### config.mk
export PLATFORM = sky130hd
export DESIGN_NAME = uart_mem_loader
export DESIGN_NICKNAME = d
export VERILOG_FILES = /design/src/rtl/uart_mem_loader.sv
export SDC_FILE = /design/constraint.sdc
export NUM_CORES = 1
export LEC_CHECK = 0
export CAP_MARGIN = 20
export CORE_ASPECT_RATIO = 1.4
export CORE_MARGIN = 4
export CORE_UTILIZATION = 40
export DETAILED_ROUTE_END_ITERATION = 8
export GPL_TIMING_DRIVEN = 1
export SLEW_MARGIN = 25
export SYNTH_ARGS = -nofsm -noshare
export SYNTH_HDL_FRONTEND = slang
export SYNTH_SLANG_ARGS = --single-unit
### constraint.sdc
create_clock -name clock -period 2.96 [get_ports clock]
set_input_delay 0.74 -clock clock [delete_from_list [all_inputs] [get_ports clock]]
set_output_delay 0.74 -clock clock [all_outputs]
set_load 0.01 [all_outputs]
### src/rtl/uart_mem_loader.sv
// ---------------------------------------------------------------------------
// uart_mem_loader: receives a length-prefixed 8N1 image and writes 16-bit
// big-endian words to memory port B. Optional: UART_LOADER_CHECKSUM_EN. Rev 1.0
// ---------------------------------------------------------------------------
`default_nettype none

module uart_mem_loader #(
  parameter int          CLKS_PER_BIT = 434,
  parameter logic [15:0] BASE_ADDR    = 16'h0000
) (
  input  logic        clock,
  input  logic        reset_n,
  input  logic        uart_rx,
  input  logic        start,
  output logic [15:0] mem_address,
  output logic [15:0] mem_write_data,
  output logic        mem_write_enable,
  output logic        busy,
  output logic        done,
  output logic [15:0] word_count,
  output logic        frame_error,
  output logic        checksum_error
);

  localparam int                CNT_W     = $clog2(CLKS_PER_BIT);
  localparam logic [CNT_W-1:0] BIT_LAST  = CNT_W'(CLKS_PER_BIT - 1);
  localparam logic [CNT_W-1:0] HALF_LAST = CNT_W'(CLKS_PER_BIT / 2 - 1);

  typedef enum logic [1:0] {RX_IDLE, RX_START, RX_DATA, RX_STOP} rx_state_t;

  typedef enum logic [2:0] {
    LD_IDLE, LD_DONE, LD_LEN_HI, LD_LEN_LO, LD_DATA_HI, LD_DATA_LO, LD_WRITE
`ifdef UART_LOADER_CHECKSUM_EN
    , LD_CHECK
`endif
  } ld_state_t;

  // receiver state
  logic             rx_meta_q, rx_meta_d, rx_sync_q, rx_sync_d, rx_prev_q, rx_prev_d;
  rx_state_t        rx_state_q, rx_state_d;
  logic [CNT_W-1:0] cnt_q, cnt_d;
  logic [2:0]       bit_idx_q, bit_idx_d;
  logic [7:0]       shift_q, shift_d;
  logic             byte_valid_q, byte_valid_d, stop_err_q, stop_err_d;

  // loader state
  ld_state_t        state_q, state_d;
  logic [15:0]      len_q, len_d, wc_q, wc_d, addr_q, addr_d, data_q, data_d;
  logic [7:0]       hi_q, hi_d;
  logic             we_q, we_d, ferr_q, ferr_d;
  logic             loading;
  logic [15:0]      len_next;
`ifdef UART_LOADER_CHECKSUM_EN
  logic [7:0]       xor_q, xor_d;
  logic             cks_err_q, cks_err_d;
  localparam ld_state_t LD_AFTER_DATA = LD_CHECK;
`else
  localparam ld_state_t LD_AFTER_DATA = LD_DONE;
`endif

  always_comb begin
    rx_meta_d    = uart_rx;
    rx_sync_d    = rx_meta_q;
    rx_prev_d    = rx_sync_q;
    rx_state_d   = rx_state_q;
    cnt_d        = cnt_q;
    bit_idx_d    = bit_idx_q;
    shift_d      = shift_q;
    byte_valid_d = 1'b0;
    stop_err_d   = 1'b0;
    case (rx_state_q)
      RX_IDLE: begin
        if (rx_prev_q && !rx_sync_q) begin
          rx_state_d = RX_START;
          cnt_d      = '0;
        end
      end
      RX_START: begin
        if (cnt_q == HALF_LAST) begin
          cnt_d      = '0;
          bit_idx_d  = 3'd0;
          // a start bit that is high again at mid-bit was only a glitch
          rx_state_d = rx_sync_q ? RX_IDLE : RX_DATA;
        end else begin
          cnt_d = cnt_q + CNT_W'(1);
        end
      end
      RX_DATA: begin
        if (cnt_q == BIT_LAST) begin
          cnt_d     = '0;
          shift_d   = {rx_sync_q, shift_q[7:1]};
          bit_idx_d = bit_idx_q + 3'd1;
          if (bit_idx_q == 3'd7) rx_state_d = RX_STOP;
        end else begin
          cnt_d = cnt_q + CNT_W'(1);
        end
      end
      RX_STOP: begin
        if (cnt_q == BIT_LAST) begin
          cnt_d        = '0;
          rx_state_d   = RX_IDLE;
          byte_valid_d = rx_sync_q;
          stop_err_d   = !rx_sync_q;
        end else begin
          cnt_d = cnt_q + CNT_W'(1);
        end
      end
      default: rx_state_d = RX_IDLE;
    endcase
  end

  assign loading  = (state_q != LD_IDLE) && (state_q != LD_DONE);
  assign len_next = {len_q[15:8], shift_q};

  always_comb begin
    state_d = state_q;
    len_d   = len_q;
    wc_d    = wc_q;
    addr_d  = addr_q;
    data_d  = data_q;
    hi_d    = hi_q;
    we_d    = 1'b0;
    ferr_d  = ferr_q;
`ifdef UART_LOADER_CHECKSUM_EN
    xor_d     = xor_q;
    cks_err_d = cks_err_q;
`endif
    case (state_q)
      LD_IDLE, LD_DONE: begin
        if (start) begin
          state_d = LD_LEN_HI;
          wc_d    = 16'd0;
          ferr_d  = 1'b0;
`ifdef UART_LOADER_CHECKSUM_EN
          xor_d     = 8'h00;
          cks_err_d = 1'b0;
`endif
        end
      end
      LD_LEN_HI: begin
        if (byte_valid_q) begin
          len_d[15:8] = shift_q;
          state_d     = LD_LEN_LO;
        end
      end
      LD_LEN_LO: begin
        if (byte_valid_q) begin
          len_d   = len_next;
          state_d = (len_next == 16'd0) ? LD_AFTER_DATA : LD_DATA_HI;
        end
      end
      LD_DATA_HI: begin
        if (byte_valid_q) begin
          hi_d    = shift_q;
          state_d = LD_DATA_LO;
`ifdef UART_LOADER_CHECKSUM_EN
          xor_d = xor_q ^ shift_q;
`endif
        end
      end
      LD_DATA_LO: begin
        if (byte_valid_q) begin
          addr_d  = BASE_ADDR + wc_q;
          data_d  = {hi_q, shift_q};
          we_d    = 1'b1;
          state_d = LD_WRITE;
`ifdef UART_LOADER_CHECKSUM_EN
          xor_d = xor_q ^ shift_q;
`endif
        end
      end
      LD_WRITE: begin
        wc_d    = wc_q + 16'd1;
        state_d = (wc_d == len_q) ? LD_AFTER_DATA : LD_DATA_HI;
      end
`ifdef UART_LOADER_CHECKSUM_EN
      LD_CHECK: begin
        if (byte_valid_q) begin
          cks_err_d = (shift_q != xor_q);
          state_d   = LD_DONE;
        end
      end
`endif
      default: state_d = LD_IDLE;
    endcase
    // a corrupted byte is never used; an in-progress load is abandoned
    if (stop_err_q) begin
      ferr_d = 1'b1;
      if (loading) state_d = LD_IDLE;
    end
  end

  always_ff @(posedge clock) begin
    if (!reset_n) begin
      rx_meta_q    <= 1'b1;
      rx_sync_q    <= 1'b1;
      rx_prev_q    <= 1'b1;
      rx_state_q   <= RX_IDLE;
      cnt_q        <= '0;
      bit_idx_q    <= 3'd0;
      shift_q      <= 8'h00;
      byte_valid_q <= 1'b0;
      stop_err_q   <= 1'b0;
      state_q      <= LD_IDLE;
      len_q        <= 16'd0;
      wc_q         <= 16'd0;
      addr_q       <= 16'd0;
      data_q       <= 16'd0;
      hi_q         <= 8'h00;
      we_q         <= 1'b0;
      ferr_q       <= 1'b0;
`ifdef UART_LOADER_CHECKSUM_EN
      xor_q        <= 8'h00;
      cks_err_q    <= 1'b0;
`endif
    end else begin
      rx_meta_q    <= rx_meta_d;
      rx_sync_q    <= rx_sync_d;
      rx_prev_q    <= rx_prev_d;
      rx_state_q   <= rx_state_d;
      cnt_q        <= cnt_d;
      bit_idx_q    <= bit_idx_d;
      shift_q      <= shift_d;
      byte_valid_q <= byte_valid_d;
      stop_err_q   <= stop_err_d;
      state_q      <= state_d;
      len_q        <= len_d;
      wc_q         <= wc_d;
      addr_q       <= addr_d;
      data_q       <= data_d;
      hi_q         <= hi_d;
      we_q         <= we_d;
      ferr_q       <= ferr_d;
`ifdef UART_LOADER_CHECKSUM_EN
      xor_q        <= xor_d;
      cks_err_q    <= cks_err_d;
`endif
    end
  end

  assign mem_address      = addr_q;
  assign mem_write_data   = data_q;
  assign mem_write_enable = we_q;
  assign busy             = loading;
  assign done             = (state_q == LD_DONE);
  assign word_count       = wc_q;
  assign frame_error      = ferr_q;
`ifdef UART_LOADER_CHECKSUM_EN
  assign checksum_error   = cks_err_q;
`else
  assign checksum_error   = 1'b0;
`endif

endmodule

`default_nettype wire

==> results.toml, run 1 <==
[sta]
setup_repair_after_global_routing_missed_its_margin = "no"
least_margin_pin_slew_ps = 844
finalHoldViolCount = 0
post-route-worst-setup-slack_ps = 589
maxSlewHeadroom_pct = 43.5
fin_worst_skew_ps = 12.2
maxClockFrequency_mhz = 422
maxSlewViolCount = 0
holdWs_ps = 412
totalNegativeSetupSlack_ps = 0
layout_min_cycle_time_ps = 2370
post-route-period-util_pct = 80.1
setup-violations-final = 0

[die]
boundaryPins = 57
fp-row-count = 47
die_area_um2 = 14100
fp.coreArea_um2 = 11900
initial_core_util_pct = 41.1
chipHeight_um = 139
chipWidth_um = 102

[hold_path]
worst_hold_path.num_cells = 1
holdCritStartpoint = "rx_meta_q$_SDFF_PN1_"
hold_worst_path_end = "rx_prev_d$_SDFF_PN1_"
worst_hold_path_type = "register to register"

[drt]
drc = 0
via_per_inst = 5.18
wirelength_um = 11000
avgRoutedWirePerCell_um = 14.3
drtAntennaViolNets = 0
dr.first_iter.drc_count = 159
firstDrtPassIters = 4
detailroute.via_count = 3980

[global_routing]
grtUsageTotal_pct = 16.2
globalRoute.totalOverflow = 0
grt_antenna_before_repair = 0
grt_pass1_vias = 3792
wire_length_of_the_first_global_routing_pass_um = 18800
maximum_number_of_pins_on_one_net_before_global_route_repair = 67

[worst_setup_path]
cp_data_arrival_time_ps = 1630
crit_required_ps = 2220
timing_worst_setup_path_type = "register to output port"
timing.critical_path.to_type = "output port"
reg2regPathDepth = 8
timing.rr.start = "cnt_q[1]$_SDFFE_PN0P_"
reg2reg_setup_slack_ps = 730
startpoint_type = "register"
critical_path_peak_fanout = 7

[synthesis]
synthArstFlopShare_pct = 0
synth.yosys.warnings = 0
synth_enable_flop_cells = 0
seq_area_frac_synth_pct = 42.4
syn-mean-instance-area_um2 = 8.51
yosys_most_used_dff = "sky130_fd_sc_hd__dfxtp_1"
synth.net_count = 587
post_synth_num_cell_types = 51
syn_area_um2 = 4910
syn-instance-count = 577
ys_ff_latch = 104

[cts]
post_cts.resized_instances = 0
clk_path_buf_depth = 2
ctsHoldBuffers = 0
later_pin_clock_latency_in_the_skew_report_ps = 340
path_clk_slew_ps = 70
cts_tree = "done"
cts_sinks = 104
clockRootBuffer = "sky130_fd_sc_hd__clkbuf_16"
cts_htree_levels = 3
cts_setup_buffers = 0
cts_inserted_buffers = 9

[power_and_ir_drop]
power.switching_fraction_pct = 22.0
power.share.clock_pct = 42.9
power_leakage_nw = 1.94
p_per_area_nw_per_um2 = 448
power.combinational.fraction_pct = 3.1
netSwitchingPower_w = 0.000574
ir_worst_vdd_mv = 0.288
p_int_w = 0.00203
sequential_share_of_power_pct = 54.0

[placed_design]
placedInstanceArea_um2 = 5540
portBuffers = 55
place_hpwl_um = 7740
dpl_worst_slack_ps = 735
gp_congestion = 0.828

[layout]
antenna-diode-count = 0
post_route_cells_drive_above_1_share_pct = 4.98
final_cell_area_um2 = 5820
final_core_utilization_pct = 48.7
area_growth_syn_to_layout_pct = 18.5
nets = 627

[outcome]
run_status = "completed"

[job]
maxCapViolCount = 0
==> synth_stat cells, types with 2 or more instances <==
cell type / n / area share, %
sky130_fd_sc_hd__ha_1: 6 / 1.5
sky130_fd_sc_hd__nand4b_1: 2 / 0.36
sky130_fd_sc_hd__nand3_1: 14 / 1.4
sky130_fd_sc_hd__nor4_1: 9 / 1.1
sky130_fd_sc_hd__nand2_1: 112 / 8.6
sky130_fd_sc_hd__and2_1: 9 / 1.1
sky130_fd_sc_hd__and4_1: 4 / 0.71
sky130_fd_sc_hd__and3_1: 6 / 0.76
sky130_fd_sc_hd__nand2b_1: 8 / 1.0
sky130_fd_sc_hd__and2b_1: 2 / 0.31
sky130_fd_sc_hd__nor2b_1: 41 / 5.2
sky130_fd_sc_hd__xor2_1: 7 / 1.2
sky130_fd_sc_hd__o21a_1: 3 / 0.46
sky130_fd_sc_hd__nand4_1: 4 / 0.51
sky130_fd_sc_hd__o2111a_1: 2 / 0.46
sky130_fd_sc_hd__or3_1: 7 / 0.89
sky130_fd_sc_hd__o22ai_1: 4 / 0.51
sky130_fd_sc_hd__a21o_1: 3 / 0.46
sky130_fd_sc_hd__a22oi_1: 2 / 0.31
sky130_fd_sc_hd__buf_2: 6 / 0.61
sky130_fd_sc_hd__nor3b_1: 6 / 0.92
sky130_fd_sc_hd__or2_2: 2 / 0.25
sky130_fd_sc_hd__inv_1: 9 / 0.69
sky130_fd_sc_hd__nor3_1: 8 / 0.82
sky130_fd_sc_hd__mux2i_1: 27 / 5.5
sky130_fd_sc_hd__xnor2_1: 15 / 2.7
sky130_fd_sc_hd__nor2_1: 18 / 1.4
sky130_fd_sc_hd__dfxtp_1: 104 / 42
sky130_fd_sc_hd__buf_4: 4 / 0.61
sky130_fd_sc_hd__clkbuf_1: 23 / 1.8
sky130_fd_sc_hd__a21oi_1: 21 / 2.1
sky130_fd_sc_hd__o21ai_0: 23 / 2.3
sky130_fd_sc_hd__a21boi_0: 48 / 7.3
==> power by group through the flow <==
| stage | registers [W] | clock network, W | logic (W) |
|---|---|---|---|
| global placement | 0.00144 | 0 | 0.0000803 |
| finish | 0.00141 | 0.00112 | 0.0000813 |
| global route | 0.00141 | 0.00121 | 0.0000914 |
| CTS | 0.00141 | 0.00115 | 0.0000820 |
| floorplan | 0.00144 | 0 | 0.0000631 |
| detailed placement | 0.00144 | 0 | 0.0000818 |
==> how the worst max path moves through the flow <==
stage	startpoint	endpoint	slack [ps]	cells after the start
3_5_place_dp	cnt_q[0]$_SDFFE_PN0P_	register	730	7
5_1_grt	state_q[1]$_SDFF_PN0_	done	460	3
6_report	state_q[1]$_SDFF_PN0_	done	590	3
2_1_floorplan	cnt_q[0]$_SDFFE_PN0P_	cnt_q[4]$_SDFFE_PN0P_	1000	9
4_1_cts	state_q[1]$_SDFF_PN0_	done	560	3
3_3_place_gp	start	word_count[14]$_SDFFE_PN0P_	800	6
==> per-stage QoR <==
stage | std cells | total power [W]
after floorplan | 577 | 0.00150
after global placement | 753 | 0.00152
after detailed placement | 753 | 0.00152
after CTS | 769 | 0.00264
after global routing | 769 | 0.00271
final | 769 | 0.00261
==> registers in the layout, indices dropped and copies added (netlist names), named ones only <==
| register | flops |
|---|---|
| bit_idx_q | 3 |
| cnt_q | 9 |
| byte_valid_q | 1 |
| frame_error | 1 |
| shift_q | 8 |
| rx_meta_q | 1 |
| rx_prev_d | 1 |
| word_count | 16 |
| state_q | 3 |
| mem_write_enable | 1 |
| rx_prev_q | 1 |
| mem_address | 16 |
| hi_q | 8 |
| mem_write_data | 16 |
| len_q | 16 |
| stop_err_q | 1 |
| rx_state_q | 1 |
==> cell usage in the layout (no fill, tap or decap), drive strengths merged, types with 3 or more instances in the layout <==
cell,netlist,routed
a21boi,49,49
a21o,3,3
a21oi,21,21
a22oi,3,3
and2,9,9
and3,6,6
and4,4,4
buf,11,9
clkbuf,23,12
clkdlybuf4s50,0,54
clkinv,0,3
dfxtp,104,104
ha,6,6
inv,9,10
mux2i,27,27
nand2,113,113
nand2b,8,8
nand3,14,14
nand4,4,4
nor2,19,19
nor2b,41,41
nor3,8,8
nor3b,7,7
nor4,9,9
o21a,3,3
o21ai,23,23
o22ai,4,4
or2,3,3
or3,7,7
xnor2,15,15
xor2,7,7
==> worst max-delay path: stages, from the launching register on <==
cell and delay (ps):
sky130_fd_sc_hd__dfxtp_1 370, sky130_fd_sc_hd__nor2_1 230, sky130_fd_sc_hd__and2_1 170, sky130_fd_sc_hd__clkdlybuf4s50_1 530
==> cells by family (layout without fill, tap and decap cells) <==
kind of cell	count (synthesis)	count (layout)	share of synthesized area, %
AND/OR/NAND/NOR	262	262	27.4
AO/OA/AOI/OAI	112	112	15.3
flip-flops	104	104	42.4
buffers and inverters	43	88	3.90
multiplexers	27	27	5.50
XOR/XNOR	22	22	3.92
adder cells (fa/ha/maj)	6	6	1.53
other	1	1	0.0764
==> metal layers <==
layer  track usage, %  wire length, um
met5                0                0
met3             3.07              363
met1             19.7             4850
met2             27.7             5580
met4             6.23              216
==> layout make-up <==
class / count / area, um^2
clock buffers: 12 / 246
clock inverters: 4 / 27.5
fillers: 1204 / 6120
inverters: 9 / 33.8
multi-input cells: 430 / 2640
flip-flops and latches: 104 / 2080
well taps: 147 / 184
repair buffers: 63 / 606
(Power assumes the default switching activity.)
==> inputs of run 2 (changes only) <==
==> constraint.sdc (replaced) <==
create_clock -name clock -period 2.29 [get_ports clock]
set_input_delay 0.5725 -clock clock [delete_from_list [all_inputs] [get_ports clock]]
set_output_delay 0.5725 -clock clock [all_outputs]
set_load 0.01 [all_outputs]
==> results.toml, run 2 (synthesized netlist as in run 1, its figures left out) <==
[outcome]
run_status = "completed"

[layout]
antenna-diode-count = 0
multi_input_comb_area_um2 = 2640
most-common-layout-cells = "sky130_fd_sc_hd__nand2_1, sky130_fd_sc_hd__dfxtp_1, sky130_fd_sc_hd__clkdlybuf4s50_1, sky130_fd_sc_hd__a21boi_0, sky130_fd_sc_hd__nor2b_1"
fill_cells = 1152
post_layout_nonfiller_instances = 787
area_growth_syn_to_layout_pct = 22.0
regArea_um2 = 2080
post_route_cells_drive_above_1_share_pct = 7.97
nets = 645
final_core_utilization_pct = 50.2
mostFrequentLayoutCell = "sky130_fd_sc_hd__nand2_1"

[sta]
maxSlewHeadroom_pct = 54.0
layout_min_cycle_time_ps = 2150
post-route-period-util_pct = 93.8
totalNegativeSetupSlack_ps = 0
maxSlewViolCount = 0
fin_worst_skew_ps = 9.63
maxClockFrequency_mhz = 466
holdWs_ps = 407
post-route-worst-setup-slack_ps = 142
least_margin_pin_slew_ps = 683
setup_repair_after_global_routing_missed_its_margin = "no"
finalHoldViolCount = 0
setup-violations-final = 0

[global_routing]
grtUsageTotal_pct = 16.5
wire_length_of_the_first_global_routing_pass_um = 18900
maximum_number_of_pins_on_one_net_before_global_route_repair = 68
globalRoute.totalOverflow = 0
grt_antenna_before_repair = 0
grt_pass1_vias = 3877

[worst_setup_path]
startpoint_type = "register"
cp_data_arrival_time_ps = 1580
reg2reg_setup_slack_ps = 200
timing.rr.start = "cnt_q[0]$_SDFFE_PN0P_"
critical_path_peak_fanout = 7
timing.critical_path.to_type = "output port"
reg2regPathDepth = 8
crit_required_ps = 1720
rr_endpoint = "cnt_q[7]$_SDFFE_PN0P_"
timing_worst_setup_path_type = "register to output port"

[placed_design]
gp_congestion = 0.853
place_inst = 769
place_hpwl_um = 7940
portBuffers = 55
dpl_worst_slack_ps = 79.9

[hold_path]
worst_hold_path_type = "register to register"
worst_hold_path.num_cells = 1
holdCritStartpoint = "rx_meta_q$_SDFF_PN1_"
hold_worst_path_end = "rx_prev_d$_SDFF_PN1_"

[cts]
cts_sinks = 104
cts_tree = "done"
clockRootBuffer = "sky130_fd_sc_hd__clkbuf_16"
clk_path_buf_depth = 2
cts_htree_levels = 3
later_pin_clock_latency_in_the_skew_report_ps = 350
path_clk_slew_ps = 60
cts_inserted_buffers = 9
ctsHoldBuffers = 0

[die]
boundaryPins = 57
die_area_um2 = 14100
chipHeight_um = 139
initial_core_util_pct = 41.1
fp.coreArea_um2 = 11900
fp-row-count = 47
chipWidth_um = 102

[drt]
wirelength_um = 11100
dr.first_iter.drc_count = 144
drtAntennaViolNets = 0
avgRoutedWirePerCell_um = 14.2
via_per_inst = 5.10
drc = 0
firstDrtPassIters = 4
detailroute.via_count = 4012

[power_and_ir_drop]
power_leakage_nw = 2.04
ir_worst_vdd_mv = 0.369
p_per_area_nw_per_um2 = 580

[job]
maxCapViolCount = 0
-- run 2: metrics by stage --
step | total power (W) | instance area (um^2)
floorplan | 0.00194 | 4910
global placement | 0.00197 | 5660
detailed placement | 0.00197 | 5660
CTS | 0.00352 | 5960
global route | 0.00361 | 5990
finish | 0.00347 | 5990
-- run 2: cell type report --
cell class              count  area share, %
well taps                 147           3.07
clock inverters             6           1.13
multi-input cells         430           44.1
clock buffers              10           3.82
inverters                   9          0.564
repair buffers             81           12.6
flip-flops and latches    104           34.8
-- run 2: how the worst max path moves through the flow --
| stage | startpoint | end | slack, ps |
|---|---|---|---|
| after CTS | state_q[2]$_SDFF_PN0_ | done | 60 |
| after detailed placement | cnt_q[0]$_SDFFE_PN0P_ | register | 80 |
| after global routing | state_q[1]$_SDFF_PN0_ | done | 40 |
| after global placement | cnt_q[0]$_SDFFE_PN0P_ | register | 200 |
| final | state_q[1]$_SDFF_PN0_ | done | 140 |
| after floorplan | cnt_q[0]$_SDFFE_PN0P_ | cnt_q[4]$_SDFFE_PN0P_ | 330 |
-- run 2: metal layers --
metal	routed length [um]	part of all wire (%)	track usage, %	vias to the layer above
li1	-	-	-	2075
met1	4820	43	19.8	1846
met2	5690	51	28.1	67
met3	338	3.0	2.92	24
met4	294	2.6	7.77	0
met5	0	0	0	-
-- run 2: critical path: stages (launching register included) --
cell,delay [ps]
sky130_fd_sc_hd__dfxtp_1,370
sky130_fd_sc_hd__nor2_2,180
sky130_fd_sc_hd__and2_1,150
sky130_fd_sc_hd__clkdlybuf4s50_1,530
-- run 2: timing repair --
item	4_1_cts	5_1_grt
gates resized for setup	0	1
buffers inserted	0	2
endpoints found under the setup margin	0	5
-- run 2: power breakdown --
part | leakage [nW] | internal, W | total, W | switching [W]
combinational | 1.07 | 0.0000538 | 0.000115 | 0.0000616
clock | 0.139 | 0.000852 | 0.00154 | 0.000684
sequential | 0.838 | 0.00181 | 0.00182 | 0.00000897
==> inputs of run 3 (changes only) <==
--- a/config.mk
+++ b/config.mk
@@ -9,6 +9,7 @@
 export CORE_ASPECT_RATIO = 1.4
 export CORE_MARGIN = 4
 export CORE_UTILIZATION = 40
+export CTS_BUF_LIST = sky130_fd_sc_hd__clkbuf_16
 export DETAILED_ROUTE_END_ITERATION = 8
 export GPL_TIMING_DRIVEN = 1
 export SLEW_MARGIN = 25
==> results.toml, run 3 (synthesized netlist as in run 1, its figures left out) <==
[outcome]
run_status = "completed"

[sta]
maxSlewViolCount = 0
setup_repair_after_global_routing_missed_its_margin = "no"
maxSlewHeadroom_pct = 54.0
fin_worst_skew_ps = 9.78
least_margin_pin_slew_ps = 683
finalHoldViolCount = 0
maxClockFrequency_mhz = 466
totalNegativeSetupSlack_ps = 0
setup-violations-final = 0
post-route-period-util_pct = 93.8
layout_min_cycle_time_ps = 2150

[hold_path]
holdCritStartpoint = "rx_meta_q$_SDFF_PN1_"
worst_hold_path.num_cells = 1
worst_hold_path_type = "register to register"
hold_worst_path_end = "rx_prev_d$_SDFF_PN1_"

[global_routing]
grt_antenna_before_repair = 0
globalRoute.totalOverflow = 0
grt_pass1_vias = 3875
grtUsageTotal_pct = 16.5
maximum_number_of_pins_on_one_net_before_global_route_repair = 68
wire_length_of_the_first_global_routing_pass_um = 18900

[worst_setup_path]
rr_endpoint = "cnt_q[7]$_SDFFE_PN0P_"
timing.rr.start = "cnt_q[0]$_SDFFE_PN0P_"
critical_path.cell_chain = "nor2_2, and2_1, clkdlybuf4s50_1"
reg2regPathDepth = 8
cp_slowest_cell = "sky130_fd_sc_hd__clkdlybuf4s50_1"
startpoint_type = "register"
reg2reg_setup_slack_ps = 200
crit_required_ps = 1720
timing_worst_setup_path_type = "register to output port"
max_stage_delay_ps = 530
timing.critical_path.to_type = "output port"
cp_data_arrival_time_ps = 1580
critical_path_peak_fanout = 7

[layout]
most-common-layout-cells = "sky130_fd_sc_hd__nand2_1, sky130_fd_sc_hd__dfxtp_1, sky130_fd_sc_hd__clkdlybuf4s50_1, sky130_fd_sc_hd__a21boi_0, sky130_fd_sc_hd__nor2b_1"
regArea_um2 = 2080
nets = 645
multi_input_comb_area_um2 = 2640
post_route_cells_drive_above_1_share_pct = 7.97
mostFrequentLayoutCell = "sky130_fd_sc_hd__nand2_1"
area_growth_syn_to_layout_pct = 22.0
fill_cells = 1152
antenna-diode-count = 0
final_core_utilization_pct = 50.2

[cts]
clockRootBuffer = "sky130_fd_sc_hd__clkbuf_16"
clk_path_buf_depth = 2
cts_tree = "done"
cts_inserted_buffers = 9
later_pin_clock_latency_in_the_skew_report_ps = 350
path_clk_slew_ps = 60
cts_sinks = 104
cts_htree_levels = 3

[placed_design]
portBuffers = 55
place_hpwl_um = 7940
gp_congestion = 0.853

[die]
boundaryPins = 57
chipHeight_um = 139
die_area_um2 = 14100
chipWidth_um = 102
fp.coreArea_um2 = 11900
initial_core_util_pct = 41.1
fp-row-count = 47

[power_and_ir_drop]
power_leakage_nw = 2.05
power.switching_fraction_pct = 21.8
netSwitchingPower_w = 0.000755
power.share.clock_pct = 44.2
sequential_share_of_power_pct = 52.5
power.combinational.fraction_pct = 3.3
p_per_area_nw_per_um2 = 579
p_int_w = 0.00271
ir_worst_vdd_mv = 0.369

[drt]
detailroute.via_count = 4012
drtAntennaViolNets = 0
firstDrtPassIters = 4
via_per_inst = 5.10
dr.first_iter.drc_count = 144
avgRoutedWirePerCell_um = 14.2
drc = 0
wirelength_um = 11100

[job]
maxCapViolCount = 0
-- run 3: how the worst max path moves through the flow --
stage,start,end,slack (ps),depth (start not counted)
final,state_q[1]$_SDFF_PN0_,done,140,3
after global routing,state_q[1]$_SDFF_PN0_,done,40,3
after CTS,state_q[2]$_SDFF_PN0_,done,60,3
after detailed placement,cnt_q[0]$_SDFFE_PN0P_,register,80,7
after global placement,cnt_q[0]$_SDFFE_PN0P_,register,200,7
after floorplan,cnt_q[0]$_SDFFE_PN0P_,cnt_q[4]$_SDFFE_PN0P_,330,9
-- run 3: power groups by stage --
stage / Combinational, W / Sequential, W / Clock [W]
final: 0.000115 / 0.00182 / 0.00153
after detailed placement: 0.000107 / 0.00186 / 0
after CTS: 0.000108 / 0.00182 / 0.00159
after global routing: 0.000127 / 0.00182 / 0.00165
after floorplan: 0.0000815 / 0.00186 / 0
after global placement: 0.000105 / 0.00186 / 0
-- run 3: metal layers --
| layer | vias up | global-route usage, % | share of wire, % |
|---|---|---|---|
| li1 | 2075 | - | - |
| met5 | - | 0 | 0 |
| met1 | 1846 | 19.8 | 43 |
| met2 | 67 | 28.1 | 51 |
| met4 | 0 | 7.77 | 2.6 |
| met3 | 24 | 2.92 | 3.0 |
-- run 3: critical path: cells and delay by family, from the launching register on --
kind / cells / cell delay, ps
AND/OR/NAND/NOR: 2 / 330
flip-flops: 1 / 370
buffers and inverters: 1 / 530
-- run 3: layout make-up --
cell class	count	share of cell area [%]
Clock buffer	9	3.76
Clock inverter	7	1.19
Inverter	9	0.564
Multi-Input combinational cell	430	44.1
Sequential cell	104	34.8
Tap cell	147	3.07
Timing Repair Buffer	81	12.6
-- run 3: metrics by stage --
stage | power (W) | instances | worst slack (ps) | hold WS [ps] | area [um^2]
final | 0.00347 | 787 | 142 | 407 | 5990
after global routing | 0.00360 | 787 | 40.8 | 417 | 5990
after CTS | 0.00352 | 785 | 60.7 | 408 | 5960
after detailed placement | 0.00197 | 769 | 79.9 | 392 | 5660
after global placement | 0.00197 | 769 | 202 | 388 | 5660
after floorplan | 0.00194 | 577 | 326 | 386 | 4910
-- run 3: timing repair --
| action | in CTS | in global routing |
|---|---|---|
| hold buffers | 0 | 0 |
| gates resized for setup | 0 | 1 |
| endpoints found under the setup margin | 0 | 5 |
| buffers inserted | 0 | 2 |
